==> src/rtl/pulso_boton.sv <==
// Push-button conditioner: 2-FF synchronizer, debounce FSM with a stability
// counter, single-cycle enable pulse and a wrap-around count of accepted presses.
//
// state        | meaning
// BAJO         | debounced level low, waiting for a high sample
// ESPERA_ALTO  | counting consecutive high samples before accepting a press
// ALTO         | debounced level high, press already pulsed
// ESPERA_BAJO  | counting consecutive low samples before accepting a release
module pulso_boton #(
    parameter int N_ESTABLE = 4,
    parameter int CW        = 8
) (
    input  logic          clk,
    input  logic          reset,
    input  logic          boton,
    output logic          enable,
    output logic          estable,
    output logic [CW-1:0] cuenta
);

    typedef enum logic [1:0] {
        BAJO        = 2'd0,
        ESPERA_ALTO = 2'd1,
        ALTO        = 2'd2,
        ESPERA_BAJO = 2'd3
    } estado_t;

    localparam logic [7:0] L_FIN = 8'(N_ESTABLE - 1);

    logic          r_s1;
    logic          r_s2;
    estado_t       r_estado;
    logic [7:0]    r_cnt;
    logic          r_enable;
    logic          r_estable;
    logic [CW-1:0] r_cuenta;

    always_ff @(posedge clk or posedge reset) begin
        if (reset) begin
            r_s1      <= 1'b0;
            r_s2      <= 1'b0;
            r_estado  <= BAJO;
            r_cnt     <= 8'd0;
            r_enable  <= 1'b0;
            r_estable <= 1'b0;
            r_cuenta  <= '0;
        end else begin
            r_s1     <= boton;
            r_s2     <= r_s1;
            r_enable <= 1'b0;
            case (r_estado)
                BAJO: begin
                    if (r_s2) begin
                        r_estado <= ESPERA_ALTO;
                        r_cnt    <= 8'd1;
                    end
                end
                ESPERA_ALTO: begin
                    if (!r_s2) begin
                        r_estado <= BAJO;
                        r_cnt    <= 8'd0;
                    end else if (r_cnt == L_FIN) begin
                        r_estado  <= ALTO;
                        r_cnt     <= 8'd0;
                        r_estable <= 1'b1;
                        r_enable  <= 1'b1;
                        r_cuenta  <= r_cuenta + 1'b1;
                    end else begin
                        r_cnt <= r_cnt + 8'd1;
                    end
                end
                ALTO: begin
                    if (!r_s2) begin
                        r_estado <= ESPERA_BAJO;
                        r_cnt    <= 8'd1;
                    end
                end
                ESPERA_BAJO: begin
                    // a high sample here is a bounce on release: back to ALTO, no pulse
                    if (r_s2) begin
                        r_estado <= ALTO;
                        r_cnt    <= 8'd0;
                    end else if (r_cnt == L_FIN) begin
                        r_estado  <= BAJO;
                        r_cnt     <= 8'd0;
                        r_estable <= 1'b0;
                    end else begin
                        r_cnt <= r_cnt + 8'd1;
                    end
                end
                default: begin
                    r_estado  <= BAJO;
                    r_cnt     <= 8'd0;
                    r_estable <= 1'b0;
                end
            endcase
        end
    end

    assign enable  = r_enable;
    assign estable = r_estable;
    assign cuenta  = r_cuenta;

endmodule

==> config.mk <==
export PLATFORM = sky130hd
export DESIGN_NAME = pulso_boton
export DESIGN_NICKNAME = d
export VERILOG_FILES = /design/src/rtl/pulso_boton.sv
export SDC_FILE = /design/constraint.sdc
export NUM_CORES = 1
export LEC_CHECK = 0
export ABC_AREA = 1
export CAP_MARGIN = 5
export CORE_MARGIN = 2
export CORE_UTILIZATION = 49
export CTS_CLUSTER_DIAMETER = 50
export DETAILED_ROUTE_END_ITERATION = 16
export HOLD_SLACK_MARGIN = 0.02
export PLACE_DENSITY = 0.76
export SYNTH_ARGS = -nofsm -noshare
export SYNTH_HDL_FRONTEND = slang
export SYNTH_SLANG_ARGS = --single-unit
==> constraint.sdc <==
create_clock -name clk -period 1.4 [get_ports clk]
set_input_delay 0.21 -clock clk [delete_from_list [all_inputs] [get_ports clk]]
set_output_delay 0.21 -clock clk [all_outputs]
set_load 0.02 [all_outputs]
==> results of run 1 <==
[worst min-delay path: cells and delay by family]
kind                   cells  cell delay, ps
buffers and inverters      3             730
[power by group through the flow]
| stage | clock network [W] | registers, W | logic [W] |
|---|---|---|---|
| floorplan | 0 | 0.000909 | 0.000355 |
| global placement | 0 | 0.000873 | 0.000584 |
| detailed placement | 0 | 0.000878 | 0.000594 |
| CTS | 0.000297 | 0.000865 | 0.000574 |
| global route | 0.000329 | 0.000883 | 0.000717 |
| finish | 0.000283 | 0.000865 | 0.000634 |
[per-layer routing]
metal	up-vias	track usage, %	share of wire [%]
met3	6	3.672	3.1
met4	0	6.838	1.9
met1	508	25.99	46
met5	-	0	0
li1	554	-	-
met2	22	37.92	49
[cells in the final DEF (no fill, tap or decap)]
master	synthesis	layout
ha_2	0	1
xor2_1	4	4
nand2_1	68	68
nand4_1	3	3
nor2_2	2	4
inv_1	24	24
inv_2	2	2
dlygate4sd2_1	0	10
dfrtp_1	22	22
o21ai_1	2	2
a21oi_1	1	1
ha_1	2	1
buf_4	0	8
nand3_1	15	14
nand3_2	0	1
o22ai_1	2	2
nor2_1	11	9
clkbuf_4	0	3
clkdlybuf4s50_1	0	2
buf_6	1	1
xnor2_1	1	1
o21ai_0	5	5
[registers in the layout, indices dropped and copies added, names as in the netlist, named ones only]
name,flops
cuenta,8
r_cnt,8
enable,1
estable,1
r_estado,1
r_s1,1
r_s2,1
[what timing repair did]
item / in CTS / in global routing
cloned: 0 / 0
setup endpoints to repair: 16 / 14
resized for setup: 11 / 4
hold buffers: 0 / 0
hold endpoints to repair: 0 / 0
buffers inserted: 0 / 2
[kinds of logic after synthesis]
group,after synthesis
AO/OA/AOI/OAI,10
XOR/XNOR,5
adder cells (fa/ha/maj),2
buffers and inverters,27
flip-flops,22
AND/OR/NAND/NOR,99
[per-stage QoR]
stage	cells	instance area [um2]	hold slack (ps)	util, %
2_1_floorplan	165	1184	199.2	-
3_3_place_gp	211	1380	335.9	61.21
3_5_place_dp	211	1380	347.2	61.21
4_1_cts	214	1395	235.8	61.88
5_1_grt	216	1421	268.0	63.04
6_report	216	1421	223.7	63.04
[area by class of cell]
cell class | count | area, um2 | area share (%)
multi-input cells | 116 | 536.8 | 37.76
repair buffers | 21 | 178.9 | 12.59
flip-flops and latches | 22 | 550.5 | 38.73
inverters | 26 | 97.59 | 6.866
well taps | 28 | 35.03 | 2.465
clock buffers | 3 | 22.52 | 1.585
[how the worst max path moves through the flow]
stage | start | cells after the start | end
3_3_place_gp | r_cnt[1] | 6 | cuenta[7]
4_1_cts | r_cnt[1] | 6 | cuenta[0]
5_1_grt | r_cnt[0] | 8 | flip-flop
3_5_place_dp | r_cnt[1] | 6 | cuenta[0]
2_1_floorplan | r_cnt[1] | 6 | cuenta[5]
6_report | r_cnt[0] | 8 | flip-flop
==> flow_metrics.env, run 1 <==
export IMPL_synth_top_family_by_area="simple AND/OR/NAND/NOR gates"
export IMPL_synth_area_leaders="dfrtp_1 (47%), nand2_1 (22%), inv_1 (7.6%)"
export IMPL_skew_ps=10.01
export IMPL_fin_crit_ps=1316
export IMPL_post_place_ws_ps=-27.87
export IMPL_grt_first_pass_wirelength_mm=4.416
export IMPL_yosys_area_top_type="dfrtp_1"
export IMPL_layout_nets=195
export IMPL_cts_buffer_depth=2
export IMPL_synthesis_nets=170
export IMPL_portBuffers=12
export IMPL_insertion_delay_ps=310
export IMPL_cpMaxStageDelayCell="dfrtp_1"
export IMPL_power_frac_comb_pct=35.6
export IMPL_vias=1090
export IMPL_required_ps=1600
export IMPL_die_area_um2=2825
export IMPL_maxCapViolCount=0
export IMPL_syn_inst=165
export IMPL_syn_cell_area_um2=1184
export IMPL_synth_seq_cells=22
export IMPL_slowest_delay_ps=400
export IMPL_pwr_share_clk_pct=15.9
export IMPL_synth_main_ff_cell="dfrtp_1"
export IMPL_synth_avg_cell_area_um2=7.174
export IMPL_end_kind="flip-flop"
export IMPL_fp_coreArea_um2=2255
export IMPL_drc=0
export IMPL_cts_buffers=3
export IMPL_p_sw_w=0.0006917
export IMPL_n_antenna_cell=0
export IMPL_drv_slew=0
export IMPL_antenna_found_initial=0
export IMPL_hold_viol_final=0
export IMPL_drive_gt1_share_pct=10.64
export IMPL_critical_path_arrival_ps=1520
export IMPL_p_leak_nw=0.8098
export IMPL_vdd_ir_drop_max_uv=952.3
export IMPL_die_w_um=53.15
export IMPL_synthDistinctLibCells=16
export IMPL_drt_total_wl_mm=2.510
export IMPL_criticalPathCategory="reg -> reg"
export IMPL_cts_sinks=22
export IMPL_synth_common_cells="nand2_1 (68), inv_1 (24), dfrtp_1 (22), nand3_1 (15), nor2_1 (11)"
export IMPL_fmax_ghz=0.7599
export IMPL_critical_path_max_fanout=5
export IMPL_num_rows=17
export IMPL_die_y_um=53.15
export IMPL_fin_ws_ps=84.10
export IMPL_ioPinCount=13
export IMPL_rsz0062_at_grt="true"
export IMPL_syn_to_final_growth_pct=20.08
export IMPL_worstRegToRegCells=8
export IMPL_yosysMostFrequentCell="nand2_1"
export IMPL_setup_viol=0
export IMPL_cts_tree="done"
export IMPL_avgViaCountPerCell=5.046
export IMPL_fin_crit_sh_pct=93.99
export IMPL_crit_path_frequent_cell="nand2_1"
export IMPL_finalPower_w=0.001783
export IMPL_seq_power_share_pct=48.5
export IMPL_tightestPinTransition_ps=285.9
export IMPL_cp_top_family="simple AND/OR/NAND/NOR gates"
export IMPL_r2r_start="r_cnt[0]"
export IMPL_internal_power_w=0.001091
export IMPL_synthAdderAreaFrac_pct=2.114
export IMPL_synthMuxAreaShare_pct=0
export IMPL_synthXorXnorAreaFrac_pct=3.700
export IMPL_grt_max_degree=23
export IMPL_gp_congestion=0.8145
export IMPL_firstDrtPassIters=4
export IMPL_hold_path_class="in -> async"
export IMPL_synth_compound_area_share_pct=4.440
export IMPL_start_util_pct=52.50
export IMPL_relSlewSlack_pct=80.87
export IMPL_ctsRootBufferMaster="clkbuf_4"
export IMPL_path_buf_inv=0
export IMPL_synth_top_area_share_pct=46.51
export IMPL_drtIter0Drc=22
export IMPL_cts_htree_levels=1
export IMPL_hpwl_mm=1.795
export IMPL_p_sw_share_pct=38.80
export IMPL_grt_usage_pct=21.34
export IMPL_crit_chain="ha_2 > nand2_1 > nor2_1 > nand2_1 > nand2_1 > nand2_1 > nand2_1 > nand2_1"
export IMPL_tns_ps=0
export IMPL_fillers=207
export IMPL_yosysWarnings=0
export IMPL_clk_pin_slew_ps=120
export IMPL_grt_overflow=0
export IMPL_outcome="complete, no violations"
export IMPL_synthSimpleGateAreaFrac_pct=34.04
export IMPL_yosysSeqAreaShare_pct=46.51
export IMPL_start_kind="flip-flop"
export IMPL_grt_pass1_vias=1078
export IMPL_ant_nets=0
export IMPL_rrSetupSlack_ps=80
export IMPL_synth_edf_count=0
export IMPL_power_density_nw_per_um2=1254
export IMPL_wire_per_inst_um=11.62
export IMPL_async_flop_share_pct=100.0
Power figures use the tool's default switching activity.
==> run 2: changes to the inputs <==
CORE_MARGIN = default   (was 2)
CTS_CLUSTER_DIAMETER = 30   (was 50)
RECOVER_POWER = 25   (was default)
==> run 2 against run 1 <==
Net effect: clock-buffer cell count did not move; final cell count fell by 0.93%; flip-flop and latch count did not move; via count fell by 4.3%; clock skew fell by 3.3 ps; routed wire length fell by 6.3%; clock power fell by 2%; sequential power rose by 2%; die area fell by 7.4%.
==> flow_metrics.env, run 2 (synthesis gave the netlist of run 1 again) <==
export IMPL_hold_depth=0
export IMPL_drv_slew=0
export IMPL_internal_power_w=0.001076
export IMPL_worstRegToRegCells=8
export IMPL_fin_crit_sh_pct=93.21
export IMPL_required_ps=1600
export IMPL_hold_viol_final=0
export IMPL_grt_overflow=0
export IMPL_seq_power_share_pct=49.8
export IMPL_p_leak_nw=0.8028
export IMPL_fmax_ghz=0.7663
export IMPL_post_place_ws_ps=4.043
export IMPL_syn_to_final_growth_pct=21.25
export IMPL_cts_buffer_depth=2
export IMPL_final_cell_mix="nand2_1 (66), inv_1 (24), dfrtp_1 (22), nand3_1 (14), dlygate4sd2_1 (10)"
export IMPL_cts_htree_levels=1
export IMPL_path_buf_inv=0
export IMPL_fin_ws_ps=95.01
export IMPL_portBuffers=12
export IMPL_hold_buffers=0
export IMPL_drc=0
export IMPL_start_util_pct=52.50
export IMPL_fin_crit_ps=1305
export IMPL_min_from="r_s1"
export IMPL_fin_util_pct=63.65
export IMPL_grt_usage_pct=21.56
export IMPL_power_frac_comb_pct=34.6
export IMPL_placed_cell_area_um2=1393
export IMPL_outcome="complete, no violations"
export IMPL_maxCapViolCount=0
export IMPL_fp_coreArea_um2=2255
export IMPL_n_antenna_cell=0
export IMPL_hold_path_class="reg -> reg"
export IMPL_cp_top_family="simple AND/OR/NAND/NOR gates"
export IMPL_final_common_cell="nand2_1"
export IMPL_relSlewSlack_pct=63.49
export IMPL_grt_max_degree=23
export IMPL_critical_path_max_fanout=5
export IMPL_p_sw_w=0.0006933
export IMPL_pwr_share_clk_pct=15.6
export IMPL_vias=1043
export IMPL_vdd_ir_drop_max_uv=884.0
export IMPL_num_rows=17
export IMPL_slowest_delay_ps=440
export IMPL_skew_ps=6.699
export IMPL_cts_setup_buffers=0
export IMPL_critical_path_arrival_ps=1500
export IMPL_crit_path_frequent_cell="nand2_1"
export IMPL_cpMaxStageDelayCell="dfrtp_1"
export IMPL_die_y_um=51.15
export IMPL_tightestPinTransition_ps=547.6
export IMPL_cts_tree="done"
export IMPL_antenna_found_initial=0
export IMPL_ctsRootBufferMaster="clkbuf_4"
export IMPL_ioPinCount=13
export IMPL_wire_per_inst_um=10.99
export IMPL_drtIter0Drc=17
export IMPL_firstDrtPassIters=4
export IMPL_setup_viol=0
export IMPL_drt_total_wl_mm=2.351
export IMPL_final_cell_area_um2=1435
export IMPL_insertion_delay_ps=300
export IMPL_layout_nets=193
export IMPL_cts_buffers=3
export IMPL_rsz0062_at_grt="true"
export IMPL_dpl_cell_count=211
export IMPL_power_density_nw_per_um2=1233
export IMPL_fin_cells=214
export IMPL_criticalPathCategory="reg -> reg"
export IMPL_start_kind="flip-flop"
export IMPL_gp_congestion=0.8471
export IMPL_rrSetupSlack_ps=100
export IMPL_grt_first_pass_wirelength_mm=4.222
export IMPL_ant_nets=0
export IMPL_avgViaCountPerCell=4.874
export IMPL_grt_pass1_vias=998
export IMPL_hpwl_mm=1.767
export IMPL_die_area_um2=2616
export IMPL_p_sw_share_pct=39.18
export IMPL_die_w_um=51.15
export IMPL_end_kind="flip-flop"
export IMPL_drive_gt1_share_pct=11.29
export IMPL_crit_chain="ha_4 > nand2_1 > nor2_2 > nand2_2 > nand2_2 > nand2_1 > nand2_1 > nand2_1"
export IMPL_whs_endpoint="r_s2"
export IMPL_clk_pin_slew_ps=110
export IMPL_tns_ps=0
export IMPL_cts_sinks=22
export IMPL_r2r_start="r_cnt[1]"
run 2: cell types whose count changed in the layout (fill, tap and decap cells not counted), sizes merged:
cell	delta
clkbuf	+1
clkdlybuf4s50	-2
buf	-3
dlygate4sd3	+2
run 2: layer usage:
metal	vias up	share of wire [%]	track usage, %
met5	-	0	0
met4	0	1.1	5.556
met3	4	2.3	3.571
met2	13	48	37.94
met1	474	49	27.20
li1	552	-	-
run 2: final cells by class:
class	instances	area (um2)
Sequential cell	22	550.5
Timing Repair Buffer	19	170.2
Tap cell	28	35.03
Clock buffer	3	22.52
Fill cell	203	819.5
Inverter	26	97.59
Multi-Input combinational cell	116	559.3
run 2: how the worst max path moves through the flow:
stage / start / endpoint / slack [ps] / cells past startpoint
detailed placement: r_cnt[1] / cuenta[5] / 4 / 6
finish: r_cnt[1] / flip-flop / 100 / 8
floorplan: r_cnt[1] / cuenta[5] / 150 / 6
global placement: r_cnt[1] / cuenta[5] / 70 / 6
CTS: r_cnt[0] / r_cnt[6] / 0.02 / 7
global route: r_cnt[1] / flip-flop / -20 / 8
run 2: power by group through the flow:
stage / clock, W / combinational [W] / sequential, W
floorplan: 0 / 0.000355 / 0.000909
global placement: 0 / 0.000581 / 0.000872
detailed placement: 0 / 0.000603 / 0.000880
CTS: 0.000289 / 0.000580 / 0.000869
global route: 0.000316 / 0.000702 / 0.000904
finish: 0.000276 / 0.000612 / 0.000882
run 2: through the flow:
| step | hold slack (ps) | total power (W) |
|---|---|---|
| floorplan | 199.2 | 0.001265 |
| global placement | 336.0 | 0.001453 |
| detailed placement | 335.6 | 0.001483 |
| CTS | 232.2 | 0.001738 |
| global route | 367.2 | 0.001922 |
| finish | 357.9 | 0.001770 |
run 2: timing repair:
item                       CTS  global route
pin swaps                    0             2
gates resized for setup     11             8
setup endpoints to repair   12            15
